`src/rtl/algofoogle_product_pkg.sv`:
```
// Shared types and constants for the two-requester product scheduler.
//   state_t : scheduler FSM phases (IDLE, LOAD, CALC, OUT)
//   rsp_t   : response FIFO entry {id, 32-bit product}
package algofoogle_product_pkg;

  localparam int unsigned N_NIBBLES = 8;
  localparam int unsigned N_BYTES   = 4;
  localparam int unsigned RSP_DEPTH = 2;

  typedef enum logic [1:0] {
    IDLE,
    LOAD,
    CALC,
    OUT
  } state_t;

  typedef struct packed {
    logic        id;
    logic [31:0] data;
  } rsp_t;

endpackage

```
`src/rtl/algofoogle_product_rsp_fifo.sv`:
```
// Two-entry synchronous response FIFO.
//   clk, reset  : clock, synchronous active-high reset (empties the FIFO)
//   push        : write push_data this cycle
//   push_data   : {id, data}
//   pop         : remove the head entry this cycle (ignored when empty)
//   valid       : head entry present
//   head        : head entry, zero when empty
//   occ         : number of stored entries (0..2)
// Push and pop in the same cycle are allowed, including when full.
module algofoogle_product_rsp_fifo
  import algofoogle_product_pkg::*;
(
  input  logic        clk,
  input  logic        reset,
  input  logic        push,
  input  logic [32:0] push_data,
  input  logic        pop,
  output logic        valid,
  output logic [32:0] head,
  output logic [1:0]  occ
);

  rsp_t       mem [RSP_DEPTH];
  logic       wr_ptr;
  logic       rd_ptr;
  logic [1:0] count;
  logic       do_push;
  logic       do_pop;

  always_comb begin
    do_pop  = pop && (count != 2'd0);
    do_push = push && ((count != 2'(RSP_DEPTH)) || do_pop);
  end

  always_ff @(posedge clk) begin
    if (reset) begin
      wr_ptr <= 1'b0;
      rd_ptr <= 1'b0;
      count  <= 2'd0;
      for (int unsigned i = 0; i < RSP_DEPTH; i++) begin
        mem[i] <= '0;
      end
    end else begin
      if (do_push) begin
        mem[wr_ptr] <= push_data;
        wr_ptr      <= ~wr_ptr;
      end
      if (do_pop) begin
        rd_ptr <= ~rd_ptr;
      end
      case ({do_push, do_pop})
        2'b10:   count <= count + 2'd1;
        2'b01:   count <= count - 2'd1;
        default: count <= count;
      endcase
    end
  end

  always_comb begin
    valid = (count != 2'd0);
    head  = valid ? mem[rd_ptr] : '0;
    occ   = count;
  end

endmodule

```
`src/rtl/algofoogle_product_sched.sv`:
```
// Two-requester scheduler for the nibble-serial 16x16 multiplier core.
//   clk, reset        : clock shared with the core; synchronous active-high reset
//   req_valid[1:0]    : per-requester request valid
//   req_ready[1:0]    : per-requester accept (one-hot or zero, combinational)
//   req0_a/b, req1_a/b: 16-bit operands of each requester
//   rsp_valid/ready   : response handshake (FIFO head)
//   rsp_id, rsp_data  : requester index and unsigned a*b of the head result
//   mul_reset         : core reset
//   mul_nibble        : core nibble input (a[15:12] first, b[3:0] last)
//   mul_byte          : core byte output, product MSB first
//   busy              : high whenever the FSM is not IDLE
module algofoogle_product_sched
  import algofoogle_product_pkg::*;
(
  input  logic        clk,
  input  logic        reset,
  input  logic [1:0]  req_valid,
  output logic [1:0]  req_ready,
  input  logic [15:0] req0_a,
  input  logic [15:0] req0_b,
  input  logic [15:0] req1_a,
  input  logic [15:0] req1_b,
  output logic        rsp_valid,
  input  logic        rsp_ready,
  output logic        rsp_id,
  output logic [31:0] rsp_data,
  output logic        mul_reset,
  output logic [3:0]  mul_nibble,
  input  logic [7:0]  mul_byte,
  output logic        busy
);

  state_t      state;
  state_t      state_nx;
  logic [2:0]  cnt;
  logic [2:0]  cnt_nx;
  logic [15:0] op_a;
  logic [15:0] op_b;
  logic        op_id;
  logic [31:0] result;
  logic        prio;

  logic        push_rsp;
  logic        fifo_pop;
  logic [1:0]  fifo_occ;
  logic [32:0] fifo_head;
  logic        accept_window;
  logic        room;
  logic        winner;
  logic        grant;
  logic [31:0] ab_shifted;

  // Arbitration and accept window
  always_comb begin
    push_rsp      = (state == OUT) && (cnt == 3'(N_BYTES - 1));
    accept_window = (state == IDLE) || push_rsp;
    fifo_pop      = rsp_valid && rsp_ready;
    // Occupancy after this cycle's push/pop must leave a slot for the new job.
    room   = (({1'b0, fifo_occ} + {2'b00, push_rsp}) - {2'b00, fifo_pop}) <= 3'd1;
    winner = (req_valid == 2'b11) ? prio : req_valid[1];
    grant  = !reset && accept_window && room && (req_valid != 2'b00);
    req_ready = '0;
    if (grant) begin
      req_ready[winner] = 1'b1;
    end
  end

  // Next-state logic
  always_comb begin
    state_nx = state;
    cnt_nx   = cnt;
    case (state)
      IDLE: begin
        if (grant) begin
          state_nx = LOAD;
          cnt_nx   = '0;
        end
      end
      LOAD: begin
        if (cnt == 3'(N_NIBBLES - 1)) begin
          state_nx = CALC;
          cnt_nx   = '0;
        end else begin
          cnt_nx = cnt + 3'd1;
        end
      end
      CALC: begin
        state_nx = OUT;
        cnt_nx   = '0;
      end
      OUT: begin
        if (cnt == 3'(N_BYTES - 1)) begin
          state_nx = grant ? LOAD : IDLE;
          cnt_nx   = '0;
        end else begin
          cnt_nx = cnt + 3'd1;
        end
      end
      default: begin
        state_nx = IDLE;
        cnt_nx   = '0;
      end
    endcase
  end

  always_ff @(posedge clk) begin
    if (reset) begin
      state  <= IDLE;
      cnt    <= '0;
      prio   <= 1'b0;
      op_a   <= '0;
      op_b   <= '0;
      op_id  <= 1'b0;
      result <= '0;
    end else begin
      state <= state_nx;
      cnt   <= cnt_nx;
      if (grant) begin
        op_a  <= winner ? req1_a : req0_a;
        op_b  <= winner ? req1_b : req0_b;
        op_id <= winner;
        prio  <= ~winner;
      end
      // Bytes arrive MSB first; shifting them in leaves byte 0 at [31:24].
      if (state == OUT) begin
        result <= {result[23:0], mul_byte};
      end
    end
  end

  // Core drive
  always_comb begin
    ab_shifted = {op_a, op_b} << {cnt, 2'b00};
    mul_nibble = (state == LOAD) ? ab_shifted[31:28] : '0;
    // Resetting the core in OUT3 discards its wrap-around shift.
    mul_reset  = reset || (state == IDLE) || push_rsp;
    busy       = (state != IDLE);
  end

  algofoogle_product_rsp_fifo u_rsp_fifo (
    .clk       (clk),
    .reset     (reset),
    .push      (push_rsp),
    .push_data ({op_id, result[23:0], mul_byte}),
    .pop       (fifo_pop),
    .valid     (rsp_valid),
    .head      (fifo_head),
    .occ       (fifo_occ)
  );

  always_comb begin
    rsp_id   = fifo_head[32];
    rsp_data = fifo_head[31:0];
  end

endmodule

```
`config.mk`:
```
export PLATFORM = sky130hd
export DESIGN_NAME = algofoogle_product_sched
export DESIGN_NICKNAME = d
export VERILOG_FILES = /design/src/rtl/algofoogle_product_pkg.sv /design/src/rtl/algofoogle_product_rsp_fifo.sv /design/src/rtl/algofoogle_product_sched.sv
export SDC_FILE = /design/constraint.sdc
export NUM_CORES = 1
export LEC_CHECK = 0
export BUFFER_PORTS_ARGS = -buffer_cell sky130_fd_sc_hd__buf_2
export CORE_MARGIN = 3
export CORE_UTILIZATION = 60
export DETAILED_ROUTE_END_ITERATION = 7
export GPL_ROUTABILITY_DRIVEN = 0
export PLACE_DENSITY = 0.91
export SLEW_MARGIN = 10
export SYNTH_ARGS = -nofsm -noshare
export SYNTH_HDL_FRONTEND = slang
export SYNTH_SLANG_ARGS = --single-unit
export TNS_END_PERCENT = 50
```
`constraint.sdc`:
```
create_clock -name clk -period 6.47 [get_ports clk]
set_input_delay 0.647 -clock clk [delete_from_list [all_inputs] [get_ports clk]]
set_output_delay 0.647 -clock clk [all_outputs]
set_load 0.03 [all_outputs]
```
==> impl_results.md <==
* Status: finished clean
* Cell Chain, Critical Path: nor2_2 > buf_4 > inv_1 > and2_1 > ha_1 > inv_1 > ha_1 > inv_1 > fa_1 > nand2b_4 > nor4_4 > buf_4 > and2_1 > buf_2
* Cell Count Post-Placement at 768
* Syn_nets at 634
* Flops & latches, synth at 134
* Inserted Diodes at 0
* Most frequent cells in the layout: buf_2, nor2_1, mux2i_1, and2_1, dfxtp_1
* Total Routing Usage GR at 24.97%
* DR vias/cell at 5.651
* Crit-path most repeated cell: inv_1
* Commonest non-fill, non-tap cell in the layout: buf_2
* Pwr per Cell Area at 301.2 nW/um2
* Initial core utilization at 62.72%
* Total Power at 2.268 mW
* Post-Synthesis Cells at 546
* CP delay by family, top: buffers and inverters
* Final cell utilization of the core at 75.64%
* Clock power share at 45.1%
* Number of distinct library cells after synthesis at 42
* Min Hold Slack at 0.4208 ns
* First-pass DRT Iterations at 4
* Skew-Pair Late Insertion Delay at 0.52 ns
* Fin Setup TNS at 0 ns
* P&R area growth vs syn at 20.60%
* Core Region at 9955 um2
* Internal power at 1.717 mW
* Switching Share at 24.28%
* Crit path capture type: output pin
* Tmin final at 4.719 ns
* Clock Path Buffers at 2
* Setup bufs post-CTS at 0
* Asr flop ratio synth at 0%
* Die ar. at 11670 um2
* Leak Pwr at 3.100 nW
* XOR/XNOR Fraction of Synth Area at 0.7014%
* Drt drc at 0
* CTS H-tree lvls at 4
* Max frequency at 211.9 MHz
* Yosys top cell area share at 31.74%
* Part of the cycle the worst path needs at 72.94%
* Combinational power share at 11.7%
* IO Pins at 119
* CP bufs+invs at 6
* Synth top area cells: edfxtp_1, dfxtp_1, mux2i_1, and2_1, nor2_1
* Slowest stage cell, crit path: buf_4
* CTS root buf: clkbuf_8
* Unrepaired setup endpoints after global routing: no
* Synth Area in Adders at 2.325%
* GRT Residual Overflow at 0
* Tightest Pin Transition at 1.068 ns
* Rel. slew slack at 28.82%
* Synth Area per Inst at 11.43 um2
* DRT antenna net count at 0
* Vias in the first global route at 4576
* Startpoint Class: flop
* Final Max Slew Viols at 0
* Critical Path AT at 4.07 ns
* EDFF count, synth at 66
* Setup Skew at 0.01086 ns
* Synth Area in Simple Gates at 16.09%
* CP required at 5.82 ns
* Num CTS Buffers at 17
* Sink Count at 134
* Largest net degree at the start of global routing at 76
* Die Y at 108.0 um
* Synth warn at 0
* Max cap viols at 0
* Critical path's largest stage delay at 0.56 ns
* Initial drt markers at 320
* Initial antenna violation count at 0
* Sequential share of the synthesized area at 53.55%
* Largest family of logic cells by synthesized area: multiplexers
* First-pass GRT wire length at 22360 um
* Worst IR drop on VDD at 0.1911 mV
* Cts repair resizes at 0
* Non-Filler Instances at 800
* Die X at 108.0 um
* Setup CP Type: flop to output pin
* Number of setup violations in the final report at 0
* CP Max Fanout at 67
* Fin. Hold Viols at 0
* Sequential power share at 43.2%
* Via count at 4521
* Mux cell area share after synthesis at 17.15%
* Drt total wl at 14100 um
* DP HPWL at 8695 um
* Row Count at 36
* TritonCTS clock tree: yes
* Area fraction in compound gates after synthesis at 6.774%
* Wirelength per Cell at 17.63 um
* Final net count at 742
* Buffers added on ports at 118
* Largest area contributor in the synthesized netlist: edfxtp_1
* Clock-pin slew on the worst setup and hold paths at 0.06 ns
* Fraction of layout cells with a size suffix above 1 at 26.99%
* Cell Area, Synth at 6243 um2
* NetSw at 0.5507 mW
* Top_reg_cell synth: dfxtp_1
* Type of the tightest min-delay check: input port to flop
* Hold_buf cts at 0
cells by family after synthesis:
family / count (synthesis)
XOR/XNOR: 5
multiplexers: 97
flip-flops: 134
buffers and inverters: 47
AND/OR/NAND/NOR: 198
adder cells (fa/ha/maj): 11
AO/OA/AOI/OAI: 54
worst min-delay path, stage by stage:
cell	delay, ns
buf_2	0.10
mux2i_1	0.07
nor2_1	0.07
cell usage after synthesis, types with 2 or more instances:
master	number
mux4_2	8
inv_1	11
xnor2_1	2
ha_1	10
edfxtp_1	66
a21boi_0	4
clkbuf_1	16
buf_2	14
mux2i_1	89
buf_4	3
nor2_1	97
a211oi_2	6
buf_1	2
dfxtp_1	68
and2_1	69
a21oi_1	6
nor3_1	3
xor2_1	3
nand2b_1	5
a211oi_1	28
or2_2	2
o21ai_0	2
nand2_1	11
nor2b_1	2
o21ai_2	2
through the flow:
| stage | worst slack, ns | area (um2) |
|---|---|---|
| CTS | 1.719 | 7530 |
| finish | 1.751 | 7530 |
| global placement | 2.424 | 6903 |
| floorplan | 2.715 | 6243 |
| global route | 1.385 | 7530 |
| detailed placement | 2.314 | 6903 |
power groups by stage:
stage	sequential [mW]	combinational (mW)	clock, mW
global placement	0.992	0.247	0
CTS	0.979	0.265	1.03
global route	0.985	0.292	1.07
detailed placement	0.996	0.258	0
floorplan	0.980	0.201	0
finish	0.980	0.265	1.02
flip-flops by register name, indices dropped and copies added, names as in the netlist, named ones only:
register           flops
op_id                  1
u_rsp_fifo.occ         2
op_b                  16
op_a                  16
u_rsp_fifo.mem        66
u_rsp_fifo.wr_ptr      1
cnt                    3
state                  2
prio                   1
result                24
u_rsp_fifo.rd_ptr      1
area by class of cell:
cell class / instances / area (um2)
Sequential cell: 134 / 3344
Multi-Input combinational cell: 365 / 2708
Fill cell: 609 / 2425
Timing Repair Buffer: 125 / 643.1
Clock buffer: 19 / 421.7
Clock inverter: 13 / 205.2
Tap cell: 133 / 166.4
Inverter: 11 / 41.29
worst paths after layout:
kind | start | end | slack, ns | depth (start not counted)
min | mul_byte[2] | result[2] | 0.42 | 3
max | u_rsp_fifo.occ[1] | req_ready[0] | 1.75 | 14
max reg2reg | u_rsp_fifo.occ[1] | op_a[9] | 2.84 | 14
min reg2reg | op_b[10] | op_b[10] | 0.50 | 2
routing by layer:
metal,up-vias,GRT usage [%],wire length [um]
met5,-,0,0
met2,176,44.94,7554
met1,2186,28.73,5490
met3,27,4.896,766
li1,2132,-,-
met4,0,11.27,289
No activity file was read; power rests on OpenSTA's default activity.
